## src/rtl/ad_readout_pkg.sv

```systemverilog
// Shared constants and types for the ADC readout register bank.
package ad_readout_pkg;

    localparam int ST_READY     = 0;
    localparam int ST_FULL      = 1;
    localparam int ST_OVF       = 2;
    localparam int ST_UDR       = 3;
    localparam int ST_W         = 4;
    localparam int WORDS_PER_CH = 2;

    typedef enum logic [1:0] {
        S_IDLE  = 2'd0,
        S_LATCH = 2'd1,
        S_HOLD  = 2'd2
    } rd_state_e;

endpackage

```

## src/rtl/ad_readout_bank_if.sv

```systemverilog
// MCU parallel-bus read port of the ADC readout bank.
interface ad_readout_bank_if #(
    parameter int ADDR_W = 16,
    parameter int BUS_W  = 16
);
    logic              CS;
    logic              RD_EN;
    logic [ADDR_W-1:0] ADDR;
    logic [BUS_W-1:0]  RD_DATA;
    logic              RD_VALID;

    modport master (output CS, RD_EN, ADDR, input RD_DATA, RD_VALID);
    modport slave  (input CS, RD_EN, ADDR, output RD_DATA, RD_VALID);
endinterface

```

## src/rtl/ad_ch_status.sv

```systemverilog
// Per-channel sticky overflow/underrun flags and the live status word.
module ad_ch_status
    import ad_readout_pkg::*;
(
    input  logic            clk,
    input  logic            rst_n,
    input  logic            fifo_empty,
    input  logic            fifo_full,
    input  logic            fifo_wr,
    input  logic            udr_set,
    input  logic            clr,
    output logic [ST_W-1:0] status
);

    logic ovf_q, ovf_d;
    logic udr_q, udr_d;
    logic ovf_set;

    assign ovf_set = fifo_wr && fifo_full;

    // A set arriving together with a read-clear must not be lost.
    always_comb begin
        ovf_d = ovf_q;
        udr_d = udr_q;
        if (ovf_set)  ovf_d = 1'b1;
        else if (clr) ovf_d = 1'b0;
        if (udr_set)  udr_d = 1'b1;
        else if (clr) udr_d = 1'b0;
    end

    always_ff @(posedge clk or negedge rst_n) begin
        if (!rst_n) begin
            ovf_q <= 1'b0;
            udr_q <= 1'b0;
        end else begin
            ovf_q <= ovf_d;
            udr_q <= udr_d;
        end
    end

    always_comb begin
        status           = '0;
        status[ST_READY] = !fifo_empty;
        status[ST_FULL]  = fifo_full;
        status[ST_OVF]   = ovf_q;
        status[ST_UDR]   = udr_q;
    end

endmodule

```

## src/rtl/ad_readout_bank.sv

```systemverilog
// ADC FIFO readout bank: per-channel data (pop-on-read) and status words on the MCU bus.
// Define AD_BIT_REVERSE_EN to mirror sample bits for the MSB/LSB-swapped board wiring.
//
// state   | meaning
// S_IDLE  | waiting for a fresh access (bus active edge)
// S_LATCH | result registered, pop strobe high this cycle
// S_HOLD  | result held until the bus deasserts
module ad_readout_bank
    import ad_readout_pkg::*;
#(
    parameter int                NUM_CH    = 2,
    parameter int                DATA_W    = 12,
    parameter int                BUS_W     = 16,
    parameter int                ADDR_W    = 16,
    parameter logic [ADDR_W-1:0] BASE_ADDR = 16'h0006
) (
    input  logic                     CLK,
    input  logic                     RST_N,
    ad_readout_bank_if.slave         bus,
    input  logic [NUM_CH*DATA_W-1:0] AD_FIFO_DATA,
    input  logic [NUM_CH-1:0]        AD_FIFO_EMPTY,
    input  logic [NUM_CH-1:0]        AD_FIFO_FULL,
    input  logic [NUM_CH-1:0]        AD_FIFO_WR,
    output logic [NUM_CH-1:0]        AD_FIFO_RD
);

    rd_state_e                      state_q, state_d;
    logic                           prev_act_q, prev_act_d;
    logic [BUS_W-1:0]               rd_data_q, rd_data_d;
    logic                           rd_valid_q, rd_valid_d;
    logic [NUM_CH-1:0]              pop_q, pop_d;

    logic                           bus_act;
    logic                           acc_start;
    logic [NUM_CH-1:0]              data_hit;
    logic [NUM_CH-1:0]              stat_hit;
    logic [NUM_CH-1:0]              udr_set;
    logic [NUM_CH-1:0]              st_clr;
    logic [NUM_CH-1:0][DATA_W-1:0]  samp_ord;
    logic [NUM_CH-1:0][ST_W-1:0]    ch_status;

    assign bus_act   = !bus.CS && bus.RD_EN;
    assign acc_start = bus_act && !prev_act_q && (state_q == S_IDLE);

    always_comb begin
        data_hit = '0;
        stat_hit = '0;
        for (int k = 0; k < NUM_CH; k++) begin
            if (bus.ADDR == ADDR_W'(int'(BASE_ADDR) + WORDS_PER_CH*k))
                data_hit[k] = 1'b1;
            if (bus.ADDR == ADDR_W'(int'(BASE_ADDR) + WORDS_PER_CH*k + 1))
                stat_hit[k] = 1'b1;
        end
    end

    always_comb begin
        samp_ord = '0;
        for (int k = 0; k < NUM_CH; k++) begin
`ifdef AD_BIT_REVERSE_EN
            for (int i = 0; i < DATA_W; i++)
                samp_ord[k][i] = AD_FIFO_DATA[k*DATA_W + DATA_W-1-i];
`else
            samp_ord[k] = AD_FIFO_DATA[k*DATA_W +: DATA_W];
`endif
        end
    end

    generate
        for (genvar g = 0; g < NUM_CH; g++) begin : g_ch
            ad_ch_status u_status (
                .clk        (CLK),
                .rst_n      (RST_N),
                .fifo_empty (AD_FIFO_EMPTY[g]),
                .fifo_full  (AD_FIFO_FULL[g]),
                .fifo_wr    (AD_FIFO_WR[g]),
                .udr_set    (udr_set[g]),
                .clr        (st_clr[g]),
                .status     (ch_status[g])
            );
        end
    endgenerate

    // Result, pop and sticky side effects are all decided in the access-start cycle.
    always_comb begin
        state_d    = state_q;
        rd_data_d  = rd_data_q;
        rd_valid_d = 1'b0;
        pop_d      = '0;
        udr_set    = '0;
        st_clr     = '0;
        prev_act_d = bus_act;
        case (state_q)
            S_IDLE: begin
                if (acc_start) begin
                    state_d    = S_LATCH;
                    rd_valid_d = 1'b1;
                    rd_data_d  = '0;
                    for (int k = 0; k < NUM_CH; k++) begin
                        if (data_hit[k]) begin
                            if (!AD_FIFO_EMPTY[k]) begin
                                rd_data_d = BUS_W'(samp_ord[k]);
                                pop_d[k]  = 1'b1;
                            end else begin
                                udr_set[k] = 1'b1;
                            end
                        end else if (stat_hit[k]) begin
                            rd_data_d = BUS_W'(ch_status[k]);
                            st_clr[k] = 1'b1;
                        end
                    end
                end
            end
            S_LATCH: begin
                state_d    = S_HOLD;
                rd_valid_d = bus_act;
            end
            S_HOLD: begin
                if (!bus_act) state_d = S_IDLE;
                else          rd_valid_d = 1'b1;
            end
            default: state_d = S_IDLE;
        endcase
    end

    // prev_act resets high so an access already running at reset release is not served.
    always_ff @(posedge CLK or negedge RST_N) begin
        if (!RST_N) begin
            state_q    <= S_IDLE;
            prev_act_q <= 1'b1;
            rd_data_q  <= '0;
            rd_valid_q <= 1'b0;
            pop_q      <= '0;
        end else begin
            state_q    <= state_d;
            prev_act_q <= prev_act_d;
            rd_data_q  <= rd_data_d;
            rd_valid_q <= rd_valid_d;
            pop_q      <= pop_d;
        end
    end

    assign bus.RD_DATA  = rd_data_q;
    assign bus.RD_VALID = rd_valid_q;
    assign AD_FIFO_RD   = pop_q;

endmodule

```

## src/flat_wrapper.sv

```systemverilog
// flat-port wrapper written by rule: the top's interface ports become plain ports
module ad_readout_bank_flat import ad_readout_pkg::*;
#(
    parameter int                NUM_CH    = 2,
    parameter int                DATA_W    = 12,
    parameter int                BUS_W     = 16,
    parameter int                ADDR_W    = 16,
    parameter logic [ADDR_W-1:0] BASE_ADDR = 16'h0006
)
  (CLK, RST_N, AD_FIFO_DATA, AD_FIFO_EMPTY, AD_FIFO_FULL, AD_FIFO_WR, AD_FIFO_RD, bus_CS, bus_RD_EN, bus_ADDR, bus_RD_DATA, bus_RD_VALID);
  ad_readout_bank_if #(.ADDR_W(ADDR_W), .BUS_W(BUS_W)) bus_i ();
  input  logic CLK;
  input  logic RST_N;
  input  logic [NUM_CH*DATA_W-1:0] AD_FIFO_DATA;
  input  logic [NUM_CH-1:0] AD_FIFO_EMPTY;
  input  logic [NUM_CH-1:0] AD_FIFO_FULL;
  input  logic [NUM_CH-1:0] AD_FIFO_WR;
  output logic [NUM_CH-1:0] AD_FIFO_RD;
  input wire logic [$bits(bus_i.CS)-1:0] bus_CS;
  input wire logic [$bits(bus_i.RD_EN)-1:0] bus_RD_EN;
  input wire logic [$bits(bus_i.ADDR)-1:0] bus_ADDR;
  output wire logic [$bits(bus_i.RD_DATA)-1:0] bus_RD_DATA;
  output wire logic [$bits(bus_i.RD_VALID)-1:0] bus_RD_VALID;
  assign bus_i.CS = bus_CS;
  assign bus_i.RD_EN = bus_RD_EN;
  assign bus_i.ADDR = bus_ADDR;
  assign bus_RD_DATA = bus_i.RD_DATA;
  assign bus_RD_VALID = bus_i.RD_VALID;
  ad_readout_bank #(.NUM_CH(NUM_CH), .DATA_W(DATA_W), .BUS_W(BUS_W), .ADDR_W(ADDR_W), .BASE_ADDR(BASE_ADDR)) u_core (.CLK(CLK), .RST_N(RST_N), .bus(bus_i), .AD_FIFO_DATA(AD_FIFO_DATA), .AD_FIFO_EMPTY(AD_FIFO_EMPTY), .AD_FIFO_FULL(AD_FIFO_FULL), .AD_FIFO_WR(AD_FIFO_WR), .AD_FIFO_RD(AD_FIFO_RD));
endmodule
```

## config.mk

```make
export PLATFORM = sky130hd
export DESIGN_NAME = ad_readout_bank_flat
export DESIGN_NICKNAME = d
export VERILOG_FILES = /design/src/rtl/ad_readout_pkg.sv /design/src/rtl/ad_readout_bank_if.sv /design/src/rtl/ad_ch_status.sv /design/src/rtl/ad_readout_bank.sv /design/src/flat_wrapper.sv
export SDC_FILE = /design/constraint.sdc
export NUM_CORES = 1
export LEC_CHECK = 0
export BUFFER_PORTS_ARGS = -buffer_cell sky130_fd_sc_hd__buf_2
export CORE_MARGIN = 2
export CORE_UTILIZATION = 41
export CTS_CLUSTER_DIAMETER = 80
export DETAILED_ROUTE_END_ITERATION = 10
export GPL_ROUTABILITY_DRIVEN = 1
export HOLD_SLACK_MARGIN = 0.03
export PLACE_DENSITY = 0.76
export REMOVE_ABC_BUFFERS = 1
export SLEW_MARGIN = 40
export SYNTH_ARGS = -nofsm -noshare
export SYNTH_HDL_FRONTEND = slang
export SYNTH_SLANG_ARGS = --single-unit
```

## constraint.sdc

```tcl
create_clock -name CLK -period 2.8 [get_ports CLK]
set_input_delay 0.14 -clock CLK [delete_from_list [all_inputs] [get_ports CLK]]
set_output_delay 0.14 -clock CLK [all_outputs]
set_load 0.01 [all_outputs]
```

## Word level (Yosys, flattened, before mapping)

Cells that the tools add are included.

- Word-level logic and storage cells: 73
- Output and inout bits: 19
- Input bits: 50
- Flip-flop bits (word level): 26

- Reductions and logical operators: 16
- Eq/ne operators: 8
- Multiplexer cells: 40

Operator list:

| kind | number |
|---|---|
| 16-bit 2-to-1 mux | 4 |
| 16-bit by 3-bit == test with 1-bit output, second input constant | 2 |
| 16-bit by 4-bit == test with 1-bit output, second input constant | 2 |
| 1-bit 2-to-1 mux | 24 |
| 2-bit 2-to-1 mux | 8 |
| 12-bit 2-to-1 mux | 1 |
| 2-bit nonzero test | 4 |
| 2-bit one-hot mux with 3 select lines | 1 |
| 1-bit logical AND | 5 |
| 1-bit logical NOT | 4 |
| 4-bit 2-to-1 mux | 1 |
| 2-bit AND reduction | 2 |
| 1-bit one-hot mux with 3 select lines | 1 |
| 2-bit by 1-bit == test with 1-bit output, second input constant | 1 |
| 2-bit == test, second input constant | 1 |
| 2-bit logical NOT | 1 |
| 2-bit by 1-bit inequality test with 1-bit output, second input constant | 1 |
| 2-bit inequality test, second input constant | 1 |

## Depth between registers and ports, before layout

- Word-level depth: 8
- Depth in mapped cells: 8
- Gate-level depth less buffers: 6

## Hierarchy

From an unflattened synthesis, not the netlist that was laid out.

- Cells, all modules: 130
- Area, all modules: 1307.5 µm²

Modules (own cells, without submodules):

| module | times used | area each (µm²) | seq. area each (µm²) | cells an instance |
|---|---|---|---|---|
| ad_readout_bank | 1 | 1114.8 | 451.7 | 112 |
| ad_ch_status | 2 | 96.3 | 50.0 | 9 |

## Worst setup path before layout

OpenSTA, ideal clock, no wires.

- Path type: reg-to-reg
- Start point: register u_core.state_q[0]
- End point: register u_core.rd_data_q[10], in the netlist u_core.bus.RD_DATA[10]
- Stages on the path, launching flop included: 9
- Period minus slack after synthesis: 1890 ps
- Buffers on the path: 2
- Setup slack: 910 ps
- Library setup time: 126 ps
- Arrival time: 1764 ps
- Data required time: 2674 ps
- Cells stage by stage: dfrtp_1 > inv_1 > ha_1 > and4bb_1 > buf_6 > and4_4 > and3b_1 > buf_6 > a221o_1

- Word-level cells in the longest chain between the ends: 3

Ends and longest elaborated chain:

| item | line | RTL |
|---|---|---|
| start, declared | ad_readout_bank.sv:27 | `rd_state_e state_q, state_d;` |
| start signal, assigned | ad_readout_bank.sv:134 | `state_q <= state_d;` |
| 2-bit logical NOT (*) | ad_readout_bank.sv:43, ad_readout_bank.sv:92 |  |
| 1-bit logical AND | ad_readout_bank.sv:43 | `assign acc_start = bus_act && !prev_act_q && (state_q == S_IDLE);` |
| 2-bit AND reduction (no source line) (*) | n/a |  |
| end signal, assigned | ad_readout_bank.sv:136 | `rd_data_q <= rd_data_d;` |
| end, declared | ad_readout_bank.sv:29 | `logic [BUS_W-1:0] rd_data_q, rd_data_d;` |

Every way passes the cells marked *; elsewhere a longest branch is shown, timed or not.
A chain may end at the register's enable or synchronous reset.

## Worst setup path after layout

- Start point: register u_core.state_q[0]
- End point: register u_core.rd_data_q[6], in the netlist u_core.bus.RD_DATA[6]

The elaborated chain is that of the path after synthesis.

==> impl_metrics.csv <==
group,metric,value,unit
pwr,clkPwrFrac,31.7,%
critical_path,r2r_slack,0.50,ns
min_path,hold_path.class,"input port to flip-flop",
min_path,hp-start,"AD_FIFO_DATA[21]",
layout,final_util,57.2,%
pwr,ir_drop,0.501,mV
global_routing,grt.overflow.total,0,
pwr,p_total,773,uW
cts,path_clk_slew,0.13,ns
synth,synth_enable_flop_cells,0,
die,start_util,42.8,%
layout,final_nets,224,
synth,synth.top_cell.area_share,45.3,%
layout,n_antenna_cell,0,
critical_path,r2r-start,"u_core.state_q[0]",
place,place.port_buffers,64,
cts,cts_buffer_depth,2,
synth,yosysUniqueCellTypes,33,
drt,vias_per_cell,5.43,
synth,synth_area_leaders,"dfrtp_1, a221o_1, a22o_1",
place,dpl.hpwl,2310,microns
pwr,power_density,499,nW/um^2
drt,wl_per_cell,14.5,microns
synth,ys_ff_latch,22,
global_routing,grt_pass1_vias,1075,
outcome,status,"completed",
layout,layoutNonFillerInstCount,200,
die,die_y,57.2,microns
timing,finClkSkew,0.00858,ns
synth,yosys_warnings,0,
critical_path,r2r-end,"u_core.bus.RD_DATA[6]",
timing,fin_ws,0.497,ns
timing,maxSlewViolCount,0,
synth,ys.flop_type,"dfrtp_1",
die,io_pins,69,
pwr,switching_share,26.8,%
cts,clkSinkCount,22,
cts,clock_latency,0.31,ns
critical_path,cp.arrival,2.57,ns
critical_path,crit_path_max_fanout,12,
pwr,p_switching,207,uW
timing,setup_violations,0,
pwr,p_int,566,uW
timing,rsz0062_at_grt,"false",
place,place.gp.congestion,0.755,
die,die_area,3270,sq um
min_path,hold_end,"u_core.bus.RD_DATA[9]",
synth,avgSynthCellArea,11.3,sq um
flow_run,drv_cap,0,
die,num_rows,19,
global_routing,grt_pass1_wl,4640,microns
global_routing,grt_use_total,18.3,%
min_path,hold_depth,2,
global_routing,antenna_found_initial,0,
synth,synth.largest_area_cell,"dfrtp_1",
die,die_w,57.2,microns
timing,fmax,0.434,GHz
drt,drt_iter0_drc,28,
cts,cts_max_level,1,
layout,drive_gt1_share,42.6,%
timing,finalHoldViolCount,0,
critical_path,worstRegToRegCells,6,
critical_path,required,3.06,ns
pwr,leakagePower,0.841,nW
synth,ys_async_sr_fraction,100,%
cts,post_cts_buffers,0,
synth,synth_area,1160,sq um
synth,yosysSeqAreaShare,47.6,%
cts,root_buffer,"clkbuf_4",
place,dp_cells,192,
synth,postSynthCellCount,103,
place,place_ws,0.527,ns
critical_path,critPathLaunchType,"flip-flop",
layout,area_growth,33.7,%
drt,num_vias,1086,
drt,wl,2890,microns
drt,drc_errors,0,
pwr,power_frac_comb,22.4,%
critical_path,worst_setup_path_end_kind,"flip-flop",
timing,fin_crit,2.30,ns
drt,dr.pass1.iters,5,
pwr,seq_power_share,45.9,%
timing,min_period_over_period,82.3,%
synth,synth_most_common_cell,"dfrtp_1",
cts,ctsResizeCount,0,
global_routing,grt_max_degree,23,
synth,synth.top_cells.by_count,"dfrtp_1, a221o_1, nor2b_1",
critical_path,crit_type,"flip-flop to flip-flop",
drt,ant_nets,0,
timing,fin_tns_setup,0,ns
cts,cts_hold_buffers,4,
cts,cts-buffers-inserted,3,
cts,cts_tree,"built",
die,core,2710,sq um
power groups by stage:
stage               sequential (mW)  clock (mW)  combinational, mW
floorplan                     0.360           0             0.0976
detailed placement            0.360           0              0.171
finish                        0.355       0.245              0.173
global route                  0.359       0.261              0.200
CTS                           0.354       0.248              0.176
global placement              0.358           0              0.163
sequential cells by signal, indices dropped and copies added (netlist names):
register,cells
u_core.prev_act_q,1
u_core.bus.RD_VALID,1
u_core.AD_FIFO_RD,2
u_core.state_q,2
u_core.bus.RD_DATA,12
u_core.g_ch.u_status.ovf_q,2
u_core.g_ch.u_status.udr_q,2
layout by cell type (no fill, tap or decap), types with 2 or more instances in the layout:
cell type      synthesis  routed
a21oi_1                6       6
a221o_1                8       8
a222oi_1               3       3
a22o_1                 6       6
a31oi_1                3       3
and3b_1                2       2
buf_2                  1      64
clkbuf_4               0       3
conb_1                 1       4
dfrtp_1               21      21
dlygate4sd3_1          0       4
ha_1                   4       4
inv_1                  2       2
nand2_1                4       4
nand3_1                2       2
nor2_1                 3       3
nor2b_1                8       8
nor3b_1                2       2
nor4_1                 3       3
o21ai_0                2       2
o2bb2ai_1              3       3
cell type report:
type,instances,area (sq um)
fillers,260,1160
clock buffers,3,22.5
repair buffers,68,360
multi-input cells,73,539
flip-flops and latches,22,552
inverters,2,7.51
clock inverters,1,30.0
well taps,31,38.8
cell families after synthesis:
| logic type | share of synthesized area, % |
|---|---|
| multiplexers | 0.971 |
| AO/OA/AOI/OAI | 22.0 |
| AND/OR/NAND/NOR | 17.9 |
| other | 0.323 |
| flip-flops | 47.6 |
| buffers and inverters | 6.90 |
| adder cells (fa/ha/maj) | 4.32 |
stage by stage:
stage / cell area [sq um] / hold WS [ns]
after floorplan: 1100 / -0.156
after global placement: 1460 / 0.126
after detailed placement: 1460 / 0.129
after CTS: 1550 / 0.0388
after global routing: 1550 / 0.0353
final: 1550 / 0.0461
critical path: stages (launching register included):
cell and delay, ns:
dfrtp_1 0.45, inv_1 0.11, ha_1 0.20, and4bb_1 0.42, and4_4 0.36, and3b_1 0.48
a221o_1 0.23
worst max-delay path by stage:
stage / to / startpoint / depth (start not counted) / slack, ns
floorplan: u_core.bus.RD_DATA[10] / u_core.state_q[0] / 6 / 0.88
global placement: u_core.bus.RD_DATA[10] / u_core.state_q[0] / 6 / 0.66
detailed placement: u_core.bus.RD_DATA[6] / u_core.state_q[0] / 6 / 0.53
CTS: u_core.bus.RD_DATA[6] / u_core.state_q[0] / 6 / 0.50
global route: u_core.bus.RD_DATA[8] / u_core.state_q[0] / 6 / 0.28
finish: u_core.bus.RD_DATA[6] / u_core.state_q[0] / 6 / 0.50
routing by layer:
| metal | global-route usage [%] | share of wire (%) | up-vias |
|---|---|---|---|
| li1 | - | - | 521 |
| met1 | 21.7 | 39 | 506 |
| met2 | 32.2 | 51 | 53 |
| met3 | 5.44 | 8.5 | 6 |
| met4 | 5.32 | 1.0 | 0 |
| met5 | 0 | 0 | - |
Power figures use the tool's default switching activity.
